===== src/rtl/i2c_pkg.sv =====
// rtl/i2c_pkg.sv - shared I2C FSM state codes, framing constants and line-drive helper
package i2c_pkg;

    localparam int I2C_QUARTERS = 4;
    localparam int I2C_BITS     = 8;

    typedef enum logic [2:0] {
        ST_IDLE  = 3'd0,
        ST_START = 3'd1,
        ST_ADDR  = 3'd2,
        ST_ACK1  = 3'd3,
        ST_DATA  = 3'd4,
        ST_ACK2  = 3'd5,
        ST_STOP  = 3'd6,
        ST_SDATA = 3'd7
    } i2c_state_e;

    // {scl_oe, sdl_oe} for a given state and quarter; b is the bit being transmitted
    function automatic logic [1:0] line_drive(input i2c_state_e st, input logic [1:0] q, input logic b);
        logic [1:0] r;
        r = 2'b00;
        case (st)
            ST_START:                   r = {1'b0, q[1]};
            ST_ADDR, ST_DATA:           r = {~q[1], ~b};
            ST_ACK1, ST_ACK2, ST_SDATA: r = {~q[1], 1'b0};
            ST_STOP:                    r = {q == 2'd0, ~q[1]};
            default:                    r = 2'b00;
        endcase
        return r;
    endfunction

endpackage


===== src/rtl/i2c_clk_gen.sv =====
// rtl/i2c_clk_gen.sv - DIV prescaler producing a quarter-period tick and 2-bit quarter index
module i2c_clk_gen #(
    parameter int DIV = 250
) (
    input  logic       clk,
    input  logic       rst,
    input  logic       en,
    input  logic       hold,
    output logic       qtick,
    output logic [1:0] quarter
);

    localparam int CW = (DIV > 1) ? $clog2(DIV) : 1;

    logic [CW-1:0] cnt_q;
    logic [1:0]    quarter_q;

    assign qtick   = en && !hold && (cnt_q == CW'(DIV - 1));
    assign quarter = quarter_q;

    always_ff @(posedge clk or posedge rst) begin
        if (rst) begin
            cnt_q     <= '0;
            quarter_q <= 2'd0;
        end else if (!en) begin
            cnt_q     <= '0;
            quarter_q <= 2'd0;
        end else if (!hold) begin
            if (qtick) begin
                cnt_q     <= '0;
                quarter_q <= quarter_q + 2'd1;
            end else begin
                cnt_q <= cnt_q + CW'(1);
            end
        end
    end

endmodule


===== src/rtl/i2c_master_engine.sv =====
// rtl/i2c_master_engine.sv - single-byte I2C master; I2C_CLK_STRETCH_EN enables slave clock stretching
module i2c_master_engine
    import i2c_pkg::*;
#(
    parameter int DIV = 250
) (
    input  logic       clk,
    input  logic       rst,
    input  logic       cmd_valid,
    output logic       cmd_ready,
    input  logic [6:0] cmd_addr,
    input  logic       cmd_rw,
    input  logic [7:0] cmd_wdata,
    output logic       rsp_valid,
    output logic [7:0] rsp_rdata,
    output logic       rsp_nack,
    output logic       busy,
    output logic       scl_oe,
    output logic       sdl_oe,
    input  logic       scl_in,
    input  logic       sdl_in
);

    i2c_state_e state_q, state_d;
    logic [2:0] bit_cnt_q, bit_cnt_d;
    logic [6:0] addr_q;
    logic       rw_q;
    logic [7:0] wdata_q;
    logic [7:0] rx_q;
    logic       nack_q;
    logic       fin_q;
    logic       cmd_ready_q, busy_q;
    logic       rsp_valid_q, rsp_nack_q;
    logic [7:0] rsp_rdata_q;
    logic       scl_oe_q, sdl_oe_q;

    logic       qtick, hold, last_q, last_bit, tx_bit;
    logic [1:0] quarter, quarter_d;
    logic [7:0] tx_byte;

`ifdef I2C_CLK_STRETCH_EN
    // Slave holds SCL low after we released it: freeze the quarter timer
    assign hold = quarter[1] && !scl_oe_q && !scl_in;
`else
    logic unused_scl_in;
    assign unused_scl_in = scl_in;
    assign hold          = 1'b0;
`endif

    i2c_clk_gen #(.DIV(DIV)) u_clk_gen (
        .clk     (clk),
        .rst     (rst),
        .en      (state_q != ST_IDLE),
        .hold    (hold),
        .qtick   (qtick),
        .quarter (quarter)
    );

    always_comb begin
        state_d   = state_q;
        bit_cnt_d = bit_cnt_q;
        last_q    = (quarter == 2'(I2C_QUARTERS - 1));
        last_bit  = (bit_cnt_q == 3'(I2C_BITS - 1));
        if (last_q) begin
            case (state_q)
                ST_START: begin
                    state_d   = ST_ADDR;
                    bit_cnt_d = 3'd0;
                end
                ST_ADDR: begin
                    bit_cnt_d = bit_cnt_q + 3'd1;
                    if (last_bit) state_d = ST_ACK1;
                end
                ST_ACK1:  state_d = nack_q ? ST_STOP : (rw_q ? ST_SDATA : ST_DATA);
                ST_DATA, ST_SDATA: begin
                    bit_cnt_d = bit_cnt_q + 3'd1;
                    if (last_bit) state_d = ST_ACK2;
                end
                ST_ACK2:  state_d = ST_STOP;
                ST_STOP:  state_d = ST_IDLE;
                default:  state_d = state_q;
            endcase
        end
        quarter_d = quarter + 2'd1;
        tx_byte   = (state_d == ST_ADDR) ? {addr_q, rw_q} : wdata_q;
        tx_bit    = tx_byte[3'd7 - bit_cnt_d];
    end

    always_ff @(posedge clk or posedge rst) begin
        if (rst) begin
            state_q     <= ST_IDLE;
            bit_cnt_q   <= 3'd0;
            addr_q      <= 7'd0;
            rw_q        <= 1'b0;
            wdata_q     <= 8'd0;
            rx_q        <= 8'd0;
            nack_q      <= 1'b0;
            fin_q       <= 1'b0;
            cmd_ready_q <= 1'b1;
            busy_q      <= 1'b0;
            rsp_valid_q <= 1'b0;
            rsp_rdata_q <= 8'd0;
            rsp_nack_q  <= 1'b0;
            scl_oe_q    <= 1'b0;
            sdl_oe_q    <= 1'b0;
        end else begin
            rsp_valid_q <= 1'b0;
            if (state_q == ST_IDLE) begin
                if (fin_q) begin
                    fin_q       <= 1'b0;
                    rsp_valid_q <= 1'b1;
                    rsp_nack_q  <= nack_q;
                    rsp_rdata_q <= rw_q ? rx_q : 8'd0;
                    cmd_ready_q <= 1'b1;
                    busy_q      <= 1'b0;
                end else if (cmd_valid && cmd_ready_q) begin
                    addr_q      <= cmd_addr;
                    rw_q        <= cmd_rw;
                    wdata_q     <= cmd_wdata;
                    rx_q        <= 8'd0;
                    nack_q      <= 1'b0;
                    bit_cnt_q   <= 3'd0;
                    state_q     <= ST_START;
                    cmd_ready_q <= 1'b0;
                    busy_q      <= 1'b1;
                end
            end else if (qtick) begin
                // SDL is sampled at the q2->q3 boundary, mid SCL-high
                if (quarter == 2'd2) begin
                    if (state_q == ST_ACK1 || (state_q == ST_ACK2 && !rw_q)) nack_q <= nack_q | sdl_in;
                    if (state_q == ST_SDATA) rx_q <= {rx_q[6:0], sdl_in};
                end
                if (state_q == ST_STOP && last_q) fin_q <= 1'b1;
                state_q               <= state_d;
                bit_cnt_q             <= bit_cnt_d;
                {scl_oe_q, sdl_oe_q}  <= line_drive(state_d, quarter_d, tx_bit);
            end
        end
    end

    assign cmd_ready = cmd_ready_q;
    assign busy      = busy_q;
    assign rsp_valid = rsp_valid_q;
    assign rsp_rdata = rsp_rdata_q;
    assign rsp_nack  = rsp_nack_q;
    assign scl_oe    = scl_oe_q;
    assign sdl_oe    = sdl_oe_q;

endmodule


===== config.mk =====
export PLATFORM = sky130hd
export DESIGN_NAME = i2c_master_engine
export DESIGN_NICKNAME = d
export VERILOG_FILES = /design/src/rtl/i2c_pkg.sv /design/src/rtl/i2c_clk_gen.sv /design/src/rtl/i2c_master_engine.sv
export SDC_FILE = /design/constraint.sdc
export NUM_CORES = 1
export LEC_CHECK = 0
export CAP_MARGIN = 20
export CORE_ASPECT_RATIO = 0.5
export CORE_UTILIZATION = 55
export DETAILED_ROUTE_END_ITERATION = 10
export PLACE_DENSITY_LB_ADDON = 0.2
export SLEW_MARGIN = 20
export SYNTH_ARGS = -nofsm -noshare
export SYNTH_HDL_FRONTEND = slang
export SYNTH_SLANG_ARGS = --single-unit

===== constraint.sdc =====
create_clock -name clk -period 2.35 [get_ports clk]
set_input_delay 0.3525 -clock clk [delete_from_list [all_inputs] [get_ports clk]]
set_output_delay 0.3525 -clock clk [all_outputs]
set_load 0.05 [all_outputs]

Word level (Yosys, flattened, before mapping) --
Index checks and enable logic that the tools add are counted.
Word-level totals: output and inout bits 14, logic and storage cells 120, input port bits 21, bits in registers 56
Cells by class: reductions and logical operators 27, muxes and demuxes 45, equality and inequality tests 21, bitwise operators 5, magnitude comparators 1, add/subtract/negate cells 4
Operators with widths (count):
- $mux W8 | 10
- $mux W3 | 12
- $eq A3 B3 Y1 const B | 9
- $pmux W3 S6 | 1
- $mux W1 | 15
- $eq A3 B2 Y1 const B | 4
- $reduce_bool A2 Y1 | 6
- $reduce_and A5 Y1 | 2
- $add A8 B1 Y8 const B | 1
- $eq A8 B8 Y1 const B | 1
- $mux W2 | 4
- $pmux W2 S4 | 1
- $reduce_and A2 Y1 | 4
- $eq A3 B1 Y1 const B | 2
- $pmux W3 S2 | 1
- $reduce_and A3 Y1 | 2
- $reduce_or A3 Y1 | 2
- $eq A2 B2 Y1 const B | 2
- $logic_and A1 B1 Y1 | 4
- $lt A3 B4 Y1 const B | 1
- $ne A2 B2 Y1 const B | 2
- $not A1 Y1 | 4
- $reduce_or A2 Y1 | 2
- $add A3 B1 Y3 const B | 1
- 10 further kinds | 10

Longest topological paths before layout --
depth in word-level cells 10, gate-level depth with buffers 10, mapped depth without buffers 9

By module --
Synthesis repeated with hierarchy kept, for this count alone.
Second synthesis, totals: cells, all modules 349, area, all modules 3050.4 µm²
By module, submodules not included:
- i2c_master_engine | cells each 288, times used 1, area an instance 2489.9 µm²
- i2c_clk_gen | cells each 61, times used 1, area an instance 560.5 µm²

Worst setup path before layout --
OpenSTA, ideal clock, no wires.
path type flip-flop to flip-flop, start reg bit_cnt_q[0], end reg sdl_oe_q, in the netlist sdl_oe, slack 0.216 ns, stages on the path, launching flop included 11, arrival 2.010 ns, path buffers 1, required time 2.226 ns, cells stage by stage dfrtp_1 > ha_1 > ha_1 > nand2_1 > a2bb2oi_2 > or2_0 > buf_2 > o211a_1 > o21ai_0 > a21oi_1 > a211o_1
Between the ends: longest elaborated chain between the ends 10, elaborated cells on any way between the ends 23
RTL lines:
- start: declaration | RTL line i2c_master_engine.sv:25 | logic [2:0] bit_cnt_q, bit_cnt_d;
- start signal: assignment | RTL line i2c_master_engine.sv:135 | bit_cnt_q <= bit_cnt_d;
- parallel branches: the longest is 9 deep, another holds $add A3 B1 Y3
- $pmux W2 S4 (*) | RTL line i2c_pkg.sv:22 | case (st)
- end signal: assignment | RTL line i2c_master_engine.sv:136 | {scl_oe_q, sdl_oe_q} <= line_drive(state_d, quarter_d, tx_bit);
- end: declaration | RTL line i2c_master_engine.sv:35 | logic scl_oe_q, sdl_oe_q;
Mark *: on every way between the ends. The select of a mux whose other input is x is not followed. A chain may end at the register's enable or synchronous reset.

Worst setup path in the final report --
start reg u_clk_gen.quarter_q[1], in the netlist u_clk_gen.quarter[1], end reg sdl_oe_q, in the netlist sdl_oe
Between the ends: longest elaborated chain between the ends 8, elaborated cells on any way between the ends 20
RTL lines:
- start: declaration | RTL line i2c_clk_gen.sv:16 | logic [1:0] quarter_q;
- start signal: assignment | RTL line i2c_clk_gen.sv:31 | quarter_q <= quarter_q + 2'd1;
- parallel branches: the longest is 7 deep, another holds $sub A3 B3 Y3
- $pmux W2 S4 (*) | RTL line i2c_pkg.sv:22
Marked as above.

==> metrics <==
Worst-Skew Late Latency between 300 and 400 ps; largest net degree at the start of global routing 35; CTS clock-pin slew for the worst setup and hold paths approximately 110 ps; Hold-fix buffers, CTS 0; Slew HR 0.637; die area approximately 5600 um2; Mapped Nets 346; TritonCTS clock tree done; H-tree Lvls 2; vias in the first global route roughly 2,300; WP data required roughly 2600 ps; Worst Hold Class in -> async; power per cell area between 400 and 500 nW/um2; Primary FF master, synth dfrtp_1; die span in x 105 um; status completed; clock skew 9.35 ps; power consumption between 1.5 and 2 mW; CORE AREA between 4000 and 5000 um2; router iterations before antenna repair 4; Fmax roughly 440 MHz; register area share after synthesis 0.484; CP arrival around 2500 ps; area of placed instances approximately 3400 um2; diodes inserted 0; final hold violation count 0; Cell Int Power around 1.2 mW; first-pass GRT wire length around 11,000 um; I/O pin cnt 35; DR vias 2,414; die height 53.3 um; logic gate share of total power 0.035; drt via density about 5.4; Final HPWL DP approximately 4500 um; Final ANT Viol Nets 0; post-layout min period 2260 ps; post-route clock period utilization 0.961; CP Class reg -> reg; Congestion Overflow GR 0; 1st-iter DRT viols 150; Reg power frac 0.616; Max-Cap Viols 0; Peak VDD IR ~0.00026 V; final setup vio count 0; Placer Congestion between 0.8 and 0.9; Unique masters post-synth 54; total track usage 0.247; Slew @ Worst Pin about 540 ps; nets between 300 and 400; Initial Util 0.579; Pins Over Slew Limit 0; clock buffer depth 2; number of buffers created by CTS 5; Pleak between 1.5 and 2 nW; Synth Instances 319; CP Capture Type register; DRC 0; Rows 18; IO Port Bufs 33; clock network power share 0.349; share of cells above drive strength 1 0.145; asr flop ratio synth 1.00; Mean Syn Cell Area approximately 9 um2; number of synthesized flops with an enable pin 0; clk sinks between 50 and 60; Area growth, synth to finish 23.2%; clk root buf clkbuf_8; CP startpoint kind register; Switching Fraction 0.227; crit-path max FO 9; Psw ~360 uW; commonest cells after routing, fill and taps aside nand2_1 (86), dfrtp_1 (54), clkdlybuf4s50_1 (33); most common cell after layout, fill and taps aside nand2_1; Cell Area, Synth about 2900 um2; Finished Cell Area around 3600 um2; WL/cell between 10 and 15 um; initial antenna violation count 0; routed wire length approximately 6300 um; Ys Warns 0; Synth Register Bits 56
routing by layer:
layer  share of wire  GRT usage  wire length (um)
met3           0.045     0.0443               285
met2            0.49      0.448              3100
met5               0          0                 0
met1            0.46      0.306              2880
met4          0.0089     0.0822                56
worst max-delay path: stages, from the launching register on:
cell      delay (ps)
dfrtp_1          440
ha_2             240
buf_4            180
nand2b_1          90
o21ai_1           90
a221oi_4         420
buf_4            190
a211oi_1          40
o21ai_0          160
a21oi_1           80
a211o_1          220
layout make-up:
type | count | area, um2
Timing Repair Buffer | 62 | 561
Clock inverter | 3 | 22.5
Tap cell | 70 | 87.6
Multi-Input combinational cell | 237 | 1390
Clock buffer | 5 | 68.8
Sequential cell | 56 | 1400
Inverter | 10 | 37.5
Fill cell | 407 | 1430
path summary, 6_finish.rpt:
kind,start,to,slack (ps),depth (start not counted)
worst max-delay path,u_clk_gen.quarter[1]$_DFFE_PP0P_,sdl_oe$_DFFE_PP0P_,90,10
worst max register to register,u_clk_gen.quarter[1]$_DFFE_PP0P_,sdl_oe$_DFFE_PP0P_,90,10
worst min-delay path,rst,rsp_rdata[0]$_DFFE_PP0P_,380,2
worst min register to register,cmd_ready$_DFFE_PP1P_,cmd_ready$_DFFE_PP1P_,480,2
max in group asynchronous,rst,addr_q[6]$_DFFE_PP0P_,1410,3
min in group clk,cmd_ready$_DFFE_PP1P_,cmd_ready$_DFFE_PP1P_,480,2
logic make-up (layout without fill, tap and decap cells):
family	count (synthesis)	after routing	share of synthesized area
xor gates and xnor gates	9	9	0.0272
buffers and inverters	26	80	0.0393
adders and majority gates	6	6	0.0259
DFF	56	56	0.484
AOI/OAI and AO/OA	69	69	0.167
muxes	5	5	0.0186
and+or+nand+nor	148	148	0.238
power groups by stage:
| stage | Clock [mW] | Combinational (mW) | Sequential [mW] |
|---|---|---|---|
| floorplan | 0 | 0.0144 | 0.982 |
| global placement | 0 | 0.0548 | 0.982 |
| detailed placement | 0 | 0.0567 | 0.982 |
| CTS | 0.555 | 0.0570 | 0.963 |
| global route | 0.588 | 0.0611 | 0.963 |
| finish | 0.546 | 0.0548 | 0.963 |
per-stage QoR:
step	setup TNS, ps	util	std cells	hold slack (ps)	worst slack [ps]
final	0	0.714	443	380	91.4
after global routing	-0.824	0.714	443	415	-0.824
after CTS	0	0.700	435	396	15.3
after detailed placement	0	0.682	427	462	9.71
after global placement	0	0.682	427	456	134
after floorplan	0	-	319	438	216
cell usage after synthesis, types with 5 or more instances:
cell type,n,area (um2)
o21ai_1,12,60.1
dfrtp_1,55,1380
o21ai_0,17,85.1
nand2b_1,5,31.3
inv_1,9,33.8
nor2_1,17,63.8
nand2_1,86,323
nand3_1,13,65.1
clkbuf_1,8,30.0
xor2_1,5,43.8
a22o_1,10,87.6
ha_1,6,75.1
a21oi_1,8,40.0
sequential cells by signal (all words and copies together) (netlist names):
name / count
addr_q: 7
bit_cnt_q: 3
busy: 1
cmd_ready: 1
fin_q: 1
nack_q: 1
rsp_nack: 1
rsp_rdata: 8
rsp_valid: 1
rw_q: 1
rx_q: 8
scl_oe: 1
sdl_oe: 1
state_q: 3
u_clk_gen.cnt_q: 8
u_clk_gen.quarter: 2
wdata_q: 8
repair_timing:
| item | in CTS | in global routing |
|---|---|---|
| gates resized for setup | 1 | 3 |
| setup endpoints to repair | 1 | 1 |
| setup buffers | 0 | 8 |
| cloned | 0 | 0 |
| pin swaps | 1 | 2 |
Note: power is estimated with default switching activity, not from simulation.
